[src/rtl/vec_pipe_adder.sv]
// vec_pipe_adder
//   Pipelined multi-lane adder/subtractor. NUM_LANES independent lanes of
//   LANE_WIDTH bits each. The carry chain of every lane is cut into
//   SEG_WIDTH-bit segments, and one register stage resolves one segment, so
//   the latency is NUM_STAGES = LANE_WIDTH/SEG_WIDTH cycles at a throughput
//   of one beat per cycle. Each stage has its own valid bit, and bubbles
//   collapse under backpressure.
//
// Ports
//   clk        in   rising-edge clock
//   rst_n      in   asynchronous active-low reset
//   in_valid   in   operand beat valid
//   in_ready   out  block accepts a beat this cycle (combinational from out_ready)
//   in_sub     in   0: a+b, 1: a-b, applied to all lanes of the beat
//   operand_a  in   lane i at [i*LANE_WIDTH +: LANE_WIDTH]
//   operand_b  in   same packing as operand_a
//   out_valid  out  result beat valid
//   out_ready  in   downstream accepts the result
//   sum        out  per-lane result modulo 2^LANE_WIDTH
//   carry_out  out  per-lane carry out of the MSB (for sub, 1 = no borrow)
//   overflow   out  per-lane two's-complement overflow
module vec_pipe_adder #(
  parameter int LANE_WIDTH = 32,
  parameter int NUM_LANES  = 4,
  parameter int SEG_WIDTH  = 8
) (
  input  logic                            clk,
  input  logic                            rst_n,
  input  logic                            in_valid,
  output logic                            in_ready,
  input  logic                            in_sub,
  input  logic [NUM_LANES*LANE_WIDTH-1:0] operand_a,
  input  logic [NUM_LANES*LANE_WIDTH-1:0] operand_b,
  output logic                            out_valid,
  input  logic                            out_ready,
  output logic [NUM_LANES*LANE_WIDTH-1:0] sum,
  output logic [NUM_LANES-1:0]            carry_out,
  output logic [NUM_LANES-1:0]            overflow
);

  localparam int NUM_STAGES = LANE_WIDTH / SEG_WIDTH;
  localparam int VEC_W      = NUM_LANES * LANE_WIDTH;
  localparam int LAST       = NUM_STAGES - 1;

  // One segment of one lane: {carry_out, sum_bits}.
  function automatic logic [SEG_WIDTH:0] seg_add(input logic [SEG_WIDTH-1:0] a,
                                                 input logic [SEG_WIDTH-1:0] b,
                                                 input logic                 cin);
    return {1'b0, a} + {1'b0, b} + {{SEG_WIDTH{1'b0}}, cin};
  endfunction

  // Stage control.
  logic [NUM_STAGES-1:0] v_q, v_d;
  logic [NUM_STAGES-1:0] load;
  logic [NUM_STAGES-1:0] src_v;

  // Stage inputs. Stage 0 reads the ports; stage k reads the register of stage k-1.
  logic [VEC_W-1:0]     src_a [NUM_STAGES];
  logic [VEC_W-1:0]     src_b [NUM_STAGES];
  logic [VEC_W-1:0]     src_s [NUM_STAGES];
  logic [NUM_LANES-1:0] src_c [NUM_STAGES];

  // Stage results.
  logic [VEC_W-1:0]     nxt_s [NUM_STAGES];
  logic [NUM_LANES-1:0] nxt_c [NUM_STAGES];
  logic [NUM_LANES-1:0] ovf_d;

  // Stage registers. Operands ride along with the partially resolved sum.
  logic [VEC_W-1:0]     a_q [NUM_STAGES];
  logic [VEC_W-1:0]     b_q [NUM_STAGES];
  logic [VEC_W-1:0]     s_q [NUM_STAGES];
  logic [NUM_LANES-1:0] c_q [NUM_STAGES];

  // Output registers. These are the only data registers that are reset.
  logic [VEC_W-1:0]     sum_q;
  logic [NUM_LANES-1:0] carry_q;
  logic [NUM_LANES-1:0] ovf_q;

  // Stage k loads when it is empty or when everything downstream can move.
  // That reduces to out_ready or any empty stage at or after k, which is
  // built with a running AND so that no bit of load depends on another.
  always_comb begin
    logic full_from_k;
    full_from_k = 1'b1;
    load        = '0;
    for (int k = LAST; k >= 0; k--) begin
      full_from_k = full_from_k & v_q[k];
      load[k]     = out_ready | ~full_from_k;
    end
  end

  assign in_ready = load[0];

  // Subtraction is a + ~b + 1. The mode is folded into b and the carry-in here,
  // so later stages never need it.
  always_comb begin
    src_v[0] = in_valid;
    src_a[0] = operand_a;
    src_b[0] = operand_b ^ {VEC_W{in_sub}};
    src_s[0] = '0;
    src_c[0] = {NUM_LANES{in_sub}};
    for (int k = 1; k < NUM_STAGES; k++) begin
      src_v[k] = v_q[k-1];
      src_a[k] = a_q[k-1];
      src_b[k] = b_q[k-1];
      src_s[k] = s_q[k-1];
      src_c[k] = c_q[k-1];
    end
  end

  // Stage k resolves segment k of every lane. Carries never cross lanes.
  always_comb begin
    logic [SEG_WIDTH:0] r;
    r = '0;
    for (int k = 0; k < NUM_STAGES; k++) begin
      nxt_s[k] = src_s[k];
      nxt_c[k] = '0;
      for (int i = 0; i < NUM_LANES; i++) begin
        r = seg_add(src_a[k][i*LANE_WIDTH + k*SEG_WIDTH +: SEG_WIDTH],
                    src_b[k][i*LANE_WIDTH + k*SEG_WIDTH +: SEG_WIDTH],
                    src_c[k][i]);
        nxt_s[k][i*LANE_WIDTH + k*SEG_WIDTH +: SEG_WIDTH] = r[SEG_WIDTH-1:0];
        nxt_c[k][i] = r[SEG_WIDTH];
      end
    end
  end

  // The carry into the lane MSB is recovered as sum ^ a ^ b at that bit.
  // Overflow is that carry XOR the carry out of the MSB.
  always_comb begin
    ovf_d = '0;
    for (int i = 0; i < NUM_LANES; i++) begin
      ovf_d[i] = nxt_s[LAST][i*LANE_WIDTH + LANE_WIDTH - 1]
               ^ src_a[LAST][i*LANE_WIDTH + LANE_WIDTH - 1]
               ^ src_b[LAST][i*LANE_WIDTH + LANE_WIDTH - 1]
               ^ nxt_c[LAST][i];
    end
  end

  always_comb begin
    for (int k = 0; k < NUM_STAGES; k++) begin
      v_d[k] = load[k] ? src_v[k] : v_q[k];
    end
  end

  always_ff @(posedge clk or negedge rst_n) begin
    if (!rst_n) begin
      v_q <= '0;
    end else begin
      v_q <= v_d;
    end
  end

  // ---- stage registers 0..NUM_STAGES-1 (written only when a beat moves in) ----
  always_ff @(posedge clk) begin
    for (int k = 0; k < NUM_STAGES; k++) begin
      if (load[k] && src_v[k]) begin
        a_q[k] <= src_a[k];
        b_q[k] <= src_b[k];
        s_q[k] <= nxt_s[k];
        c_q[k] <= nxt_c[k];
      end
    end
  end

  // ---- output stage (last segment resolved, held while stalled) ----
  always_ff @(posedge clk or negedge rst_n) begin
    if (!rst_n) begin
      sum_q   <= '0;
      carry_q <= '0;
      ovf_q   <= '0;
    end else if (load[LAST] && src_v[LAST]) begin
      sum_q   <= nxt_s[LAST];
      carry_q <= nxt_c[LAST];
      ovf_q   <= ovf_d;
    end
  end

  assign out_valid = v_q[LAST];
  assign sum       = sum_q;
  assign carry_out = carry_q;
  assign overflow  = ovf_q;

endmodule

[config.mk]
export PLATFORM = sky130hd
export DESIGN_NAME = vec_pipe_adder
export DESIGN_NICKNAME = d
export VERILOG_FILES = /design/src/rtl/vec_pipe_adder.sv
export SDC_FILE = /design/constraint.sdc
export NUM_CORES = 1
export LEC_CHECK = 0
export BUFFER_PORTS_ARGS = -buffer_cell sky130_fd_sc_hd__buf_2
export CAP_MARGIN = 20
export CORE_MARGIN = 1
export CORE_UTILIZATION = 50
export DETAILED_ROUTE_END_ITERATION = 8
export PLACE_DENSITY = 0.83
export SLEW_MARGIN = 40
export SYNTH_ARGS = -nofsm -noshare
export SYNTH_HDL_FRONTEND = slang
export SYNTH_SLANG_ARGS = --single-unit
[constraint.sdc]
create_clock -name clk -period 6.8 [get_ports clk]
set_clock_uncertainty 0.2 [all_clocks]
set_input_delay 1.02 -clock clk [delete_from_list [all_inputs] [get_ports clk]]
set_output_delay 1.02 -clock clk [all_outputs]
set_load 0.02 [all_outputs]
==> results.md, run 1 <==
- Status: finished clean
- Post-route ant nets: 0
- Root Buffer: clkbuf_16
- Setup TNS: 0 ns
- Worst Tran Pin Value: 0.862 ns
- Hold Vio Cnt, Final: 0
- First-pass DRT Iterations: 5
- GRT Overall Usage: 0.190
- Cell count after placement: 2,829
- Yosys top cell area share: 0.608
- Synth Area in Compound Gates: 0.0491
- DP Wirelength: 38,700 µm
- Multi-input gate area: 0.00744 mm²
- GR peak layer: met2
- Async S/R FF share, synth: 0.192
- Initial antenna violation count: 19
- Slew margin rel.: 0.425
- Fin crit share: 0.454
- WP data required: 6.95 ns
- RSZ-0062 raised after global routing: no
- Max-slew violations: 0
- Die span in x: 243 µm
- Sequential area share after synthesis: 0.729
- Lkg Pwr: 13.8 nW
- Synth Warn #: 0
- CP Max Fanout: 85
- Worst R2R End: c_q[1][2]$_DFFE_PP_
- Grt met3 use: 0.0557
- DRT iter0 DRCs: 761
- PostCTS Resize Cnt: 0
- Synth Register Bits: 728
- CTS Buf Count: 73
- HP Start: b_q[0][28]$_DFFE_PP_
- Worst skew pair latency: 0.60 ns
- Hold WC Path Type: reg -> reg
- Drt via density: 5.13
- Post-Synth Simple-Gate Area: 0.0294
- Post-Synth Adder-Cell Area: 0.0676
- Period minus WS final: 3.08 ns
- Grt met2 use: 0.338
- Pin count of the biggest net entering global routing: 163
- Hold-fix buffers, CTS: 0
- Syn nets: 2,097
- Synth Area in XOR/XNOR: 0.0687
- Die height: 243 µm
- Synth Instances: 1,696
- Layout area overhead: 18.8%
- EDFF count, synth: 588
- Flop2flop setup slack: 3.99 ns
- Share of cells above drive strength 1: 0.289
- First-pass GRT wire length: 86,600 µm
- CP endpoint kind: register
- Int Pwr: 8.98 mW
- Primary FF master, synth: edfxtp_1
- Multiplexer share of the synthesized area: 0.0412
- PwrDens: 359 mW/mm²
- Gr ovfl total: 0
- Hold path depth: 0
- Clock buffer depth: 3
- CP Launch Type: primary input
- Fill cells: 4,124
- Starting Density: 0.511
- PortBufs: 398
- CP arrival: 3.24 ns
- Clk slew on worst S/H paths: 0.06 ns
- H-tree depth: 3
- Main area contributors after synthesis: edfxtp_1 61%, dfrtp_1 12%, ha_1 4.8%
- Row count: 87
- Mean Syn Cell Area: 17.1 µm²
- Gpl congestion: 0.853
- Mapped Area: 0.0290 mm²
- Clock Power Share: 0.318
- Floorplan core area: 0.0568 mm²
- Net switching power figure: 3.40 mW
- Maximum vdd drop: 0.221 mV
- Path depth of the worst reg2reg path: 9
- Main combinational cell family by area after synthesis: XOR/XNOR gates
- Switching part of the total power: 0.275
- WHS Endpoint: b_q[1][28]$_DFFE_PP_
- DRC: 0
- Vias in the first global route: 16,300
- Sink Count: 728
- Via count: 15,300
- Part of the power in combinational logic: 0.193
- Per-cell routed wire length: 18.8 µm
- Leading area contributor after synthesis: edfxtp_1
- Global-route track usage on met1: 0.213
- Register area: 0.0212 mm²
- Die area: 0.0590 mm²
- CTS tree: yes
- Worst setup path class: in -> reg
- Final setup violation count: 0
- Fin nets: 2,550
- Maximum clock frequency: 324 MHz
- Post-synth cell types: 49
- Worst Setup SP: in_sub
- Cell Count, Final, Fillers Out: 2,979
- Ports: 399
- Final wirelength: 55,900 µm
- Flop pwr share: 0.489
- R2r startpoint: c_q[0][2]$_DFFE_PP_
- Post-CTS setup buffer count: 0
- Total of max-cap violations: 0
-- routing by layer --
layer / routed length [µm] / vias up
met5: 92 / -
met4: 1900 / 14
met3: 3290 / 135
met2: 29100 / 419
met1: 21400 / 7546
li1: - / 7161
-- kinds of logic (layout without fill, tap and decap cells) --
kind of cell	count (synthesis)	after routing
xor gates and xnor gates	226	226
DFF	728	728
adders and majority gates	140	140
muxes	107	107
other	0	13
AOI/OAI and AO/OA	220	220
buffers and inverters	104	618
and+or+nand+nor	171	171
-- worst max-delay path by stage --
stage | endpoint | slack, ns | depth (start not counted)
CTS | in_ready | 3.75 | 4
floorplan | a_q[1][112]$_DFFE_PP_ | 0.38 | 3
global placement | s_q[0][6]$_DFFE_PP_ | 3.14 | 10
global route | c_q[0][0]$_DFFE_PP_ | 3.54 | 10
finish | s_q[0][6]$_DFFE_PP_ | 3.72 | 10
detailed placement | s_q[0][6]$_DFFE_PP_ | 3.14 | 10
-- critical path, stage by stage --
cell and delay (ns):
buf_8 0.57, xor2_1 0.25, inv_1 0.08, fa_1 0.43
inv_1 0.08, a21oi_1 0.06, o21bai_1 0.24, a21o_1 0.19
a21oi_1 0.10, xnor2_1 0.13
-- flip-flops by register name, summed over array words and instances (netlist names) --
register / count
b_q: 192
s_q: 192
v_q: 4
overflow: 4
carry_out: 4
sum: 128
a_q: 192
c_q: 12
-- stage by stage --
step	power [mW]	worst slack, ns	cell area, µm²	util	hold slack (ns)
global route	12.9	3.54	34500	0.607	0.211
finish	12.4	3.72	34500	0.607	0.205
global placement	8.38	3.14	31900	0.562	0.200
floorplan	7.68	0.379	29000	-	0.200
CTS	12.5	3.75	34400	0.606	0.204
detailed placement	8.53	3.14	32000	0.564	0.205
-- cells in the mapped netlist (7+ instances only) --
master    number
o21bai_1      12
inv_1         71
a21o_1        30
nand2b_1      20
xnor2_1       71
a211oi_1      10
nor2_1        43
nor3_1         8
nor3b_1        7
o21ai_0       65
xor2_1       153
a21oi_1       50
dfrtp_1      140
nand2_1       48
o21a_1        16
nor2b_1       25
buf_2         28
ha_1         112
mux2_2       100
fa_1          28
edfxtp_1     588
mux2i_1        7
-- power groups by stage --
stage               clock network [mW]  logic, mW  registers [mW]
floorplan                            0       1.19            6.49
global placement                     0       2.27            6.11
detailed placement                   0       2.39            6.15
CTS                               4.02       2.40            6.07
global route                      4.19       2.59            6.13
finish                            3.93       2.39            6.05
-- cell usage in the layout, fill, tap and decap left out, types with 8 or more instances in the layout --
| cell | count |
|---|---|
| a211oi_1 | 10 |
| a21o_1 | 30 |
| a21oi_1 | 50 |
| buf_2 | 396 |
| clkbuf_1 | 20 |
| clkbuf_16 | 74 |
| clkinv_2 | 14 |
| dfrtp_1 | 140 |
| diode_2 | 13 |
| edfxtp_1 | 588 |
| fa_1 | 28 |
| ha_1 | 112 |
| inv_1 | 71 |
| mux2_2 | 100 |
| nand2_1 | 48 |
| nand2b_1 | 19 |
| nor2_1 | 43 |
| nor2b_1 | 25 |
| nor3_1 | 8 |
| o21a_1 | 16 |
| o21ai_0 | 65 |
| o21bai_1 | 12 |
| xnor2_1 | 71 |
| xor2_1 | 153 |
-- final cells by class --
cell class / instances / share of cell area
repair buffers: 411 / 0.0656
diodes: 13 / 0.000943
inverters: 71 / 0.00773
clock buffers: 99 / 0.0579
multi-input cells: 864 / 0.216
well taps: 756 / 0.0274
clock inverters: 37 / 0.0109
flip-flops and latches: 728 / 0.614
Power figures use the tool's default switching activity.
==> run 2: changes to the inputs <==
- PLACE_DENSITY: 0.83 -> 0.8
- clock period: 6.8 -> 3.05 ns (I/O delays scaled with it)
==> run 2 against run 1 <==
Combinational power rose by 140%. Design area rose by 7.2%. Die area did not move. Clock-buffer cell count fell by 1. First-iteration DRC count rose by 0.92%. Largest cell class unchanged. Cell count rose by 7.6%. Core utilization rose by 4.4 points. Non-clock buffer count rose by 226.
==> results.md, run 2 (synthesis gave the netlist of run 1 again) <==
- Root Buffer: clkbuf_16
- Slew margin rel.: 0.455 (+0.0293)
- Initial antenna violation count: 16 (-3)
- Worst R2R End: c_q[1][2]$_DFFE_PP_
- Sink Count: 728 (unchanged)
- Flop2flop setup slack: 0.28 ns (-3.71 ns)
- Die area: 0.0590 mm² (unchanged)
- Die height: 243 µm (unchanged)
- Worst Tran Pin Value: 0.818 ns (-0.0440 ns)
- Worst setup path class: reg -> reg
- Gr ovfl total: 0 (unchanged)
- DP Wirelength: 39,800 µm (+2.7%)
- Fill cells: 3,788 (-8.1%)
- Net switching power figure: 7.94 mW (+130%)
- CTS Buf Count: 75 (+2.7%)
- Hold WC Path Type: in -> reg
- R2r startpoint: c_q[0][2]$_DFFE_PP_
- Total of max-cap violations: 0 (unchanged)
- Most frequent cells in the layout: 588 x edfxtp_1, 396 x buf_2, 203 x dlygate4sd3_1, 153 x xor2_1, 139 x dfrtp_1
- Die span in x: 243 µm (unchanged)
- CP Max Fanout: 2 (-98%)
- Part of the power in combinational logic: 0.197 (+0.004)
- Clock Power Share: 0.334 (+0.016)
- Drt via density: 5.15 (+0.45%)
- Flop pwr share: 0.469 (-0.020)
- Starting Density: 0.511 (unchanged)
- Fin nets: 2,778 (+8.9%)
- DRT iter0 DRCs: 768 (+0.92%)
- PortBufs: 398 (unchanged)
- Final setup violation count: 0 (unchanged)
- Share of cells above drive strength 1: 0.275 (-0.0141)
- Final wirelength: 62,600 µm (+12%)
- Most common cell after layout, fill and taps aside: edfxtp_1
- Register area: 0.0212 mm² (about the same)
- Fin crit share: 0.908
- RSZ-0062 raised after global routing: no
- Switching part of the total power: 0.275 (+0.000591)
- PwrDens: 780 mW/mm² (+120%)
- Setup ws final: 0.279 ns (-3.44 ns)
- Pwr Total: 28.8 mW (+130%)
- Multi-input gate area: 0.00745 mm² (+0.10%)
- CP arrival: 2.92 ns (-0.32 ns)
- Hold Vio Cnt, Final: 0 (unchanged)
- DRC: 0 (unchanged)
- Worst skew pair latency: 0.63 ns (+0.03 ns)
- Maximum clock frequency: 361 MHz
- Lkg Pwr: 14.9 nW (+8.0%)
- WP data required: 3.20 ns (-3.75 ns)
- Layout area overhead: 27.4%
- Post-route ant nets: 0 (unchanged)
- Hold path depth: 4 (+4)
- Gpl congestion: 0.870 (+2.0%)
- Period minus WS final: 2.77 ns
- Pin count of the biggest net entering global routing: 90 (-45%)
- H-tree depth: 3 (unchanged)
- Via count: 16,500 (+8.1%)
- Vias in the first global route: 17,900 (+10%)
- Per-cell routed wire length: 19.5 µm (+4.1%)
- Ports: 399 (unchanged)
- First-pass GRT wire length: 97,000 µm (+12%)
- Int Pwr: 20.9 mW (+130%)
- Maximum vdd drop: 0.779 mV (+250%)
- Floorplan core area: 0.0568 mm² (unchanged)
- CTS tree: yes
- Row count: 87 (unchanged)
- WHS Endpoint: c_q[0][0]$_DFFE_PP_
- First-pass DRT Iterations: 5 (unchanged)
- Max-slew violations: 0 (unchanged)
- Pre-CTS WS: 0.281 ns (-2.86 ns)
- Clock buffer depth: 3 (unchanged)
- Status: finished clean
- CP endpoint kind: register
- GRT Overall Usage: 0.214 (+0.0238)
- Largest registers: a_q (192), b_q (192), s_q (192)
- HP Start: operand_a[7]
- Clk slew on worst S/H paths: 0.07 ns (about the same)
- CP Launch Type: register
- Path depth of the worst reg2reg path: 9 (unchanged)
## run 2: cell count changes in the layout (fill, tap and decap cells not counted), sizes merged
cell         delta
buf            +23
diode           -4
clkbuf          -1
clkinv          -1
bufinv          +5
dlygate4sd3   +203
inv             +1
## run 2: area by class of cell
type                       instances  area share
clock buffer                      98      0.0564
clock inverter                    42      0.0149
antenna                            9    0.000609
multi-input combinational        864       0.202
timing repair buffer             637       0.122
tap                              756      0.0256
inverter                          71     0.00721
sequential                       728       0.572
## run 2: through the flow
stage	hold WS, ns	utilization	TNS (ns)	instance area [µm²]	instances
3_5_place_dp	0.205	0.568	0	32300	2853
4_1_cts	0.0481	0.650	0	37000	3196
5_1_grt	0.0877	0.651	0	37000	3203
2_1_floorplan	-0.0381	-	-14.05	29000	1696
6_report	0.0871	0.651	0	37000	3205
3_3_place_gp	0.200	0.568	0	32300	2853
## run 2: worst max path at each step
| stage | slack [ns] | startpoint | cells after the start | end |
|---|---|---|---|---|
| after floorplan | -0.06 | v_q[3]$_DFFE_PN0N_ | 3 | a_q[0][104]$_DFFE_PP_ |
| after global placement | 0.41 | in_sub | 10 | s_q[0][6]$_DFFE_PP_ |
| after detailed placement | 0.28 | in_sub | 10 | s_q[0][6]$_DFFE_PP_ |
| after CTS | 0.32 | b_q[1][112]$_DFFE_PP_ | 9 | c_q[2][3]$_DFFE_PP_ |
| after global routing | 0.16 | c_q[0][2]$_DFFE_PP_ | 9 | c_q[1][2]$_DFFE_PP_ |
| final | 0.28 | c_q[0][2]$_DFFE_PP_ | 9 | c_q[1][2]$_DFFE_PP_ |
## run 2: repair_timing
item | in CTS | in global routing
setup buffers | 0 | 0
hold endpoints to repair | 247 | 0
gates resized for setup | 0 | 0
endpoints found under the setup margin | 0 | 0
hold buffers | 203 | 0
## run 2: power by group through the flow
stage                     clock network [mW]  logic (mW)  registers [mW]
after detailed placement                   0        5.37            13.7
after CTS                               9.76        5.65            13.5
after floorplan                            0        2.65            14.4
after global placement                     0        5.18            13.6
after global routing                    10.2        6.14            13.7
final                                   9.63        5.68            13.5
## run 2: worst max-delay path: stages (launching register included)
cell and delay [ns]:
edfxtp_1 0.50, fa_1 0.51, inv_1 0.12, fa_1 0.23, nor2b_1 0.07, o21ai_0 0.16
nand2b_1 0.13, a21o_1 0.22, a21oi_1 0.23, o21ai_0 0.13
## run 2: routing by layer
layer / global-route usage / wire [µm] / up-vias
li1: - / - / 7600
met1: 0.238 / 23200 / 8233
met2: 0.382 / 32900 / 502
met3: 0.0563 / 3850 / 158
met4: 0.0999 / 2450 / 14
met5: 0 / 96 / -
==> run 3: changes to the inputs <==
- BUFFER_PORTS_ARGS: -buffer_cell sky130_fd_sc_hd__buf_2 -> -buffer_cell sky130_fd_sc_hd__clkbuf_2
- PLACE_DENSITY: 0.8 -> 0.83
- SKIP_LAST_GASP: not set -> 1
- clock period: 3.05 -> 2.35 ns (I/O delays scaled with it)
==> run 3 against run 2 <==
The flow now finishes with violations (setup timing). Via count up 2.6%. Clock-buffer cell count rose by 14. Sequential power rose by 30%. Maximum frequency increased by 11%. Sequential share of layout area is 0.95 points lower. Design area up 1.7%. Critical path type unchanged. First-iteration DRC count increased by 12%. Die area did not move.
==> results.md, run 3 (synthesis gave the netlist of run 1 again) <==
- Status: finished, violations left
- Violated checks: setup timing
- Floorplan core area: 0.0568 mm² (unchanged)
- DRT iter0 DRCs: 863 (+12%)
- Maximum vdd drop: 0.666 mV (-14%)
- Final setup violation count: 9 (+9)
- Pre-CTS WS: -0.289 ns (-0.570 ns)
- R2r startpoint: c_q[1][0]$_DFFE_PP_
- DR top layer: met5
- CTS Buf Count: 75 (unchanged)
- Met2 WL: 35,800 µm (+8.7%)
- Root Buffer: clkbuf_16
- Most common cell after layout, fill and taps aside: edfxtp_1
- Worst Tran Pin Value: 0.529 ns (-0.289 ns)
- Hold WC Path Type: in -> reg
- CP Max Fanout: 2 (unchanged)
- Cell Count, Final, Fillers Out: 3,273 (+2.1%)
- Pin count of the biggest net entering global routing: 84 (-6.7%)
- RSZ-0062 raised after global routing: yes
- Gpl congestion: 0.875 (+0.63%)
- CTS tree: yes
- CP Cell Sequence: fa_2 -> a21o_1 -> a21oi_2 -> nor2b_1 -> o21a_2 -> o41ai_4 -> xnor2_1
- Max-slew violations: 0 (unchanged)
- Initial antenna violation count: 15 (-1)
- Per-cell routed wire length: 20.4 µm (+4.3%)
- Pwr Total: 37.2 mW (+29%)
- Gr ovfl total: 0 (unchanged)
- GRT Overall Usage: 0.226 (+0.0118)
- Maximum clock frequency: 402 MHz (+11%)
- Post-route ant nets: 0 (unchanged)
- Share of cells above drive strength 1: 0.321 (+0.0469)
- Largest stage delay, worst path: 0.43 ns (-0.08 ns)
- CP arrival: 2.62 ns (-0.30 ns)
- Drt via density: 5.17 (+0.43%)
- Layout area overhead: 29.5%
- Fin nets: 2,845 (+2.4%)
- DP Wirelength: 41,100 µm (+3.3%)
- HP Start: operand_a[101]
- Worst Setup SP: c_q[1][0]$_DFFE_PP_
- Finished Cell Area: 0.0376 mm² (+1.7%)
- CP Launch Type: register
- Setup TNS: -0.382 ns (-0.382 ns)
- Area after DPL: 0.0326 mm² (+1.1%)
- Via count: 16,900 (+2.6%)
- CP endpoint kind: register
- Hold Vio Cnt, Final: 0 (unchanged)
- PortBufs: 398 (unchanged)
- DRC: 0 (unchanged)
- WL met3: 3890 µm (+0.88%)
- Worst setup path class: reg -> reg
- WP data required: 2.48 ns (-0.72 ns)
- Clk slew on worst S/H paths: 0.06 ns (about the same)
- Period minus WS final: 2.49 ns (-0.283 ns)
- Met1 WL: 24,300 µm (+4.6%)
- Cell count after placement: 2,893 (+1.4%)
- Final wirelength: 66,600 µm (+6.5%)
- CP max stage cell: fa_2
- Fin crit share: 1.06 (+0.150)
- Slew margin rel.: 0.647 (+0.193)
- PwrDens: 989 mW/mm² (+27%)
- Clock buffer depth: 3 (unchanged)
- Vias in the first global route: 18,500 (+3.3%)
- Row count: 87 (unchanged)
- Largest registers: a_q (192), b_q (192), s_q (192)
- Worst skew pair latency: 0.60 ns (-0.03 ns)
- Sink Count: 728 (unchanged)
- Lkg Pwr: 15.3 nW (+2.2%)
- Ports: 399 (unchanged)
- Starting Density: 0.511 (unchanged)
- Die area: 0.0590 mm² (unchanged)
- Die span in x: 243 µm (unchanged)
- Die height: 243 µm (unchanged)
- Final core occ: 0.662 (+0.0110)
- H-tree depth: 3 (unchanged)
- First-pass GRT wire length: 102,000 µm (+5.0%)
- Most frequent cells in the layout: 588 x edfxtp_1, 396 x clkbuf_2, 207 x dlygate4sd3_1, 153 x xor2_1, 139 x dfrtp_1
- First-pass DRT Iterations: 5 (unchanged)
- Setup ws final: -0.138 ns (-0.417 ns)
- Final Hold Slack: 0.0505 ns (-0.0367 ns)
- Total of max-cap violations: 0 (unchanged)
## run 3: final timing paths
| kind | end | slack, ns | depth (start not counted) |
|---|---|---|---|
| hold / removal | s_q[0][101]$_DFFE_PP_ | 0.05 | 3 |
| setup reg to reg | s_q[2][23]$_DFFE_PP_ | -0.14 | 7 |
| hold reg to reg | s_q[2][74]$_DFFE_PP_ | 0.20 | 0 |
| min in group asynchronous | sum[34]$_DFFE_PN0P_ | 0.06 | 2 |
| setup / recovery | s_q[2][23]$_DFFE_PP_ | -0.14 | 7 |
| max in group asynchronous | overflow[0]$_DFFE_PN0P_ | 1.18 | 3 |
## run 3: area by class of cell
class,count,area (µm²)
Sequential cell,728,21200
Fill cell,3677,19200
Multi-Input combinational cell,864,7770
Timing Repair Buffer,704,5040
Clock buffer,112,2140
Tap cell,756,946
Inverter,71,267
Clock inverter,28,249
Antenna cell,10,25.0
## run 3: per-layer routing
layer,vias to the layer above,GRT usage
met1,8437,0.248
met3,180,0.0516
li1,7757,-
met5,-,0
met4,12,0.0991
met2,543,0.415
## run 3: power breakdown
part | internal (mW) | total (mW) | leakage (nW) | switching [mW]
Clock | 6.68 | 11.5 | 1.16 | 4.85
Sequential | 16.7 | 17.6 | 7.35 | 0.953
Combinational | 3.40 | 8.05 | 6.75 | 4.65
Total | 26.7 | 37.2 | 15.3 | 10.4
## run 3: what timing repair did
action	CTS	global route
hold buffers	207	0
pin swaps	26	73
cloned	0	0
buffers inserted	9	15
hold endpoints to repair	345	0
setup endpoints to repair	32	37
resized for setup	51	54
## run 3: worst max-delay path, delay by kind of cell, from the launching register on
| family | cells | cell delay, ns |
|---|---|---|
| AO/OA/AOI/OAI | 4 | 0.98 |
| flip-flops | 1 | 0.41 |
| AND/OR/NAND/NOR | 1 | 0.08 |
| XOR/XNOR | 1 | 0.12 |
| adder cells (fa/ha/maj) | 1 | 0.43 |
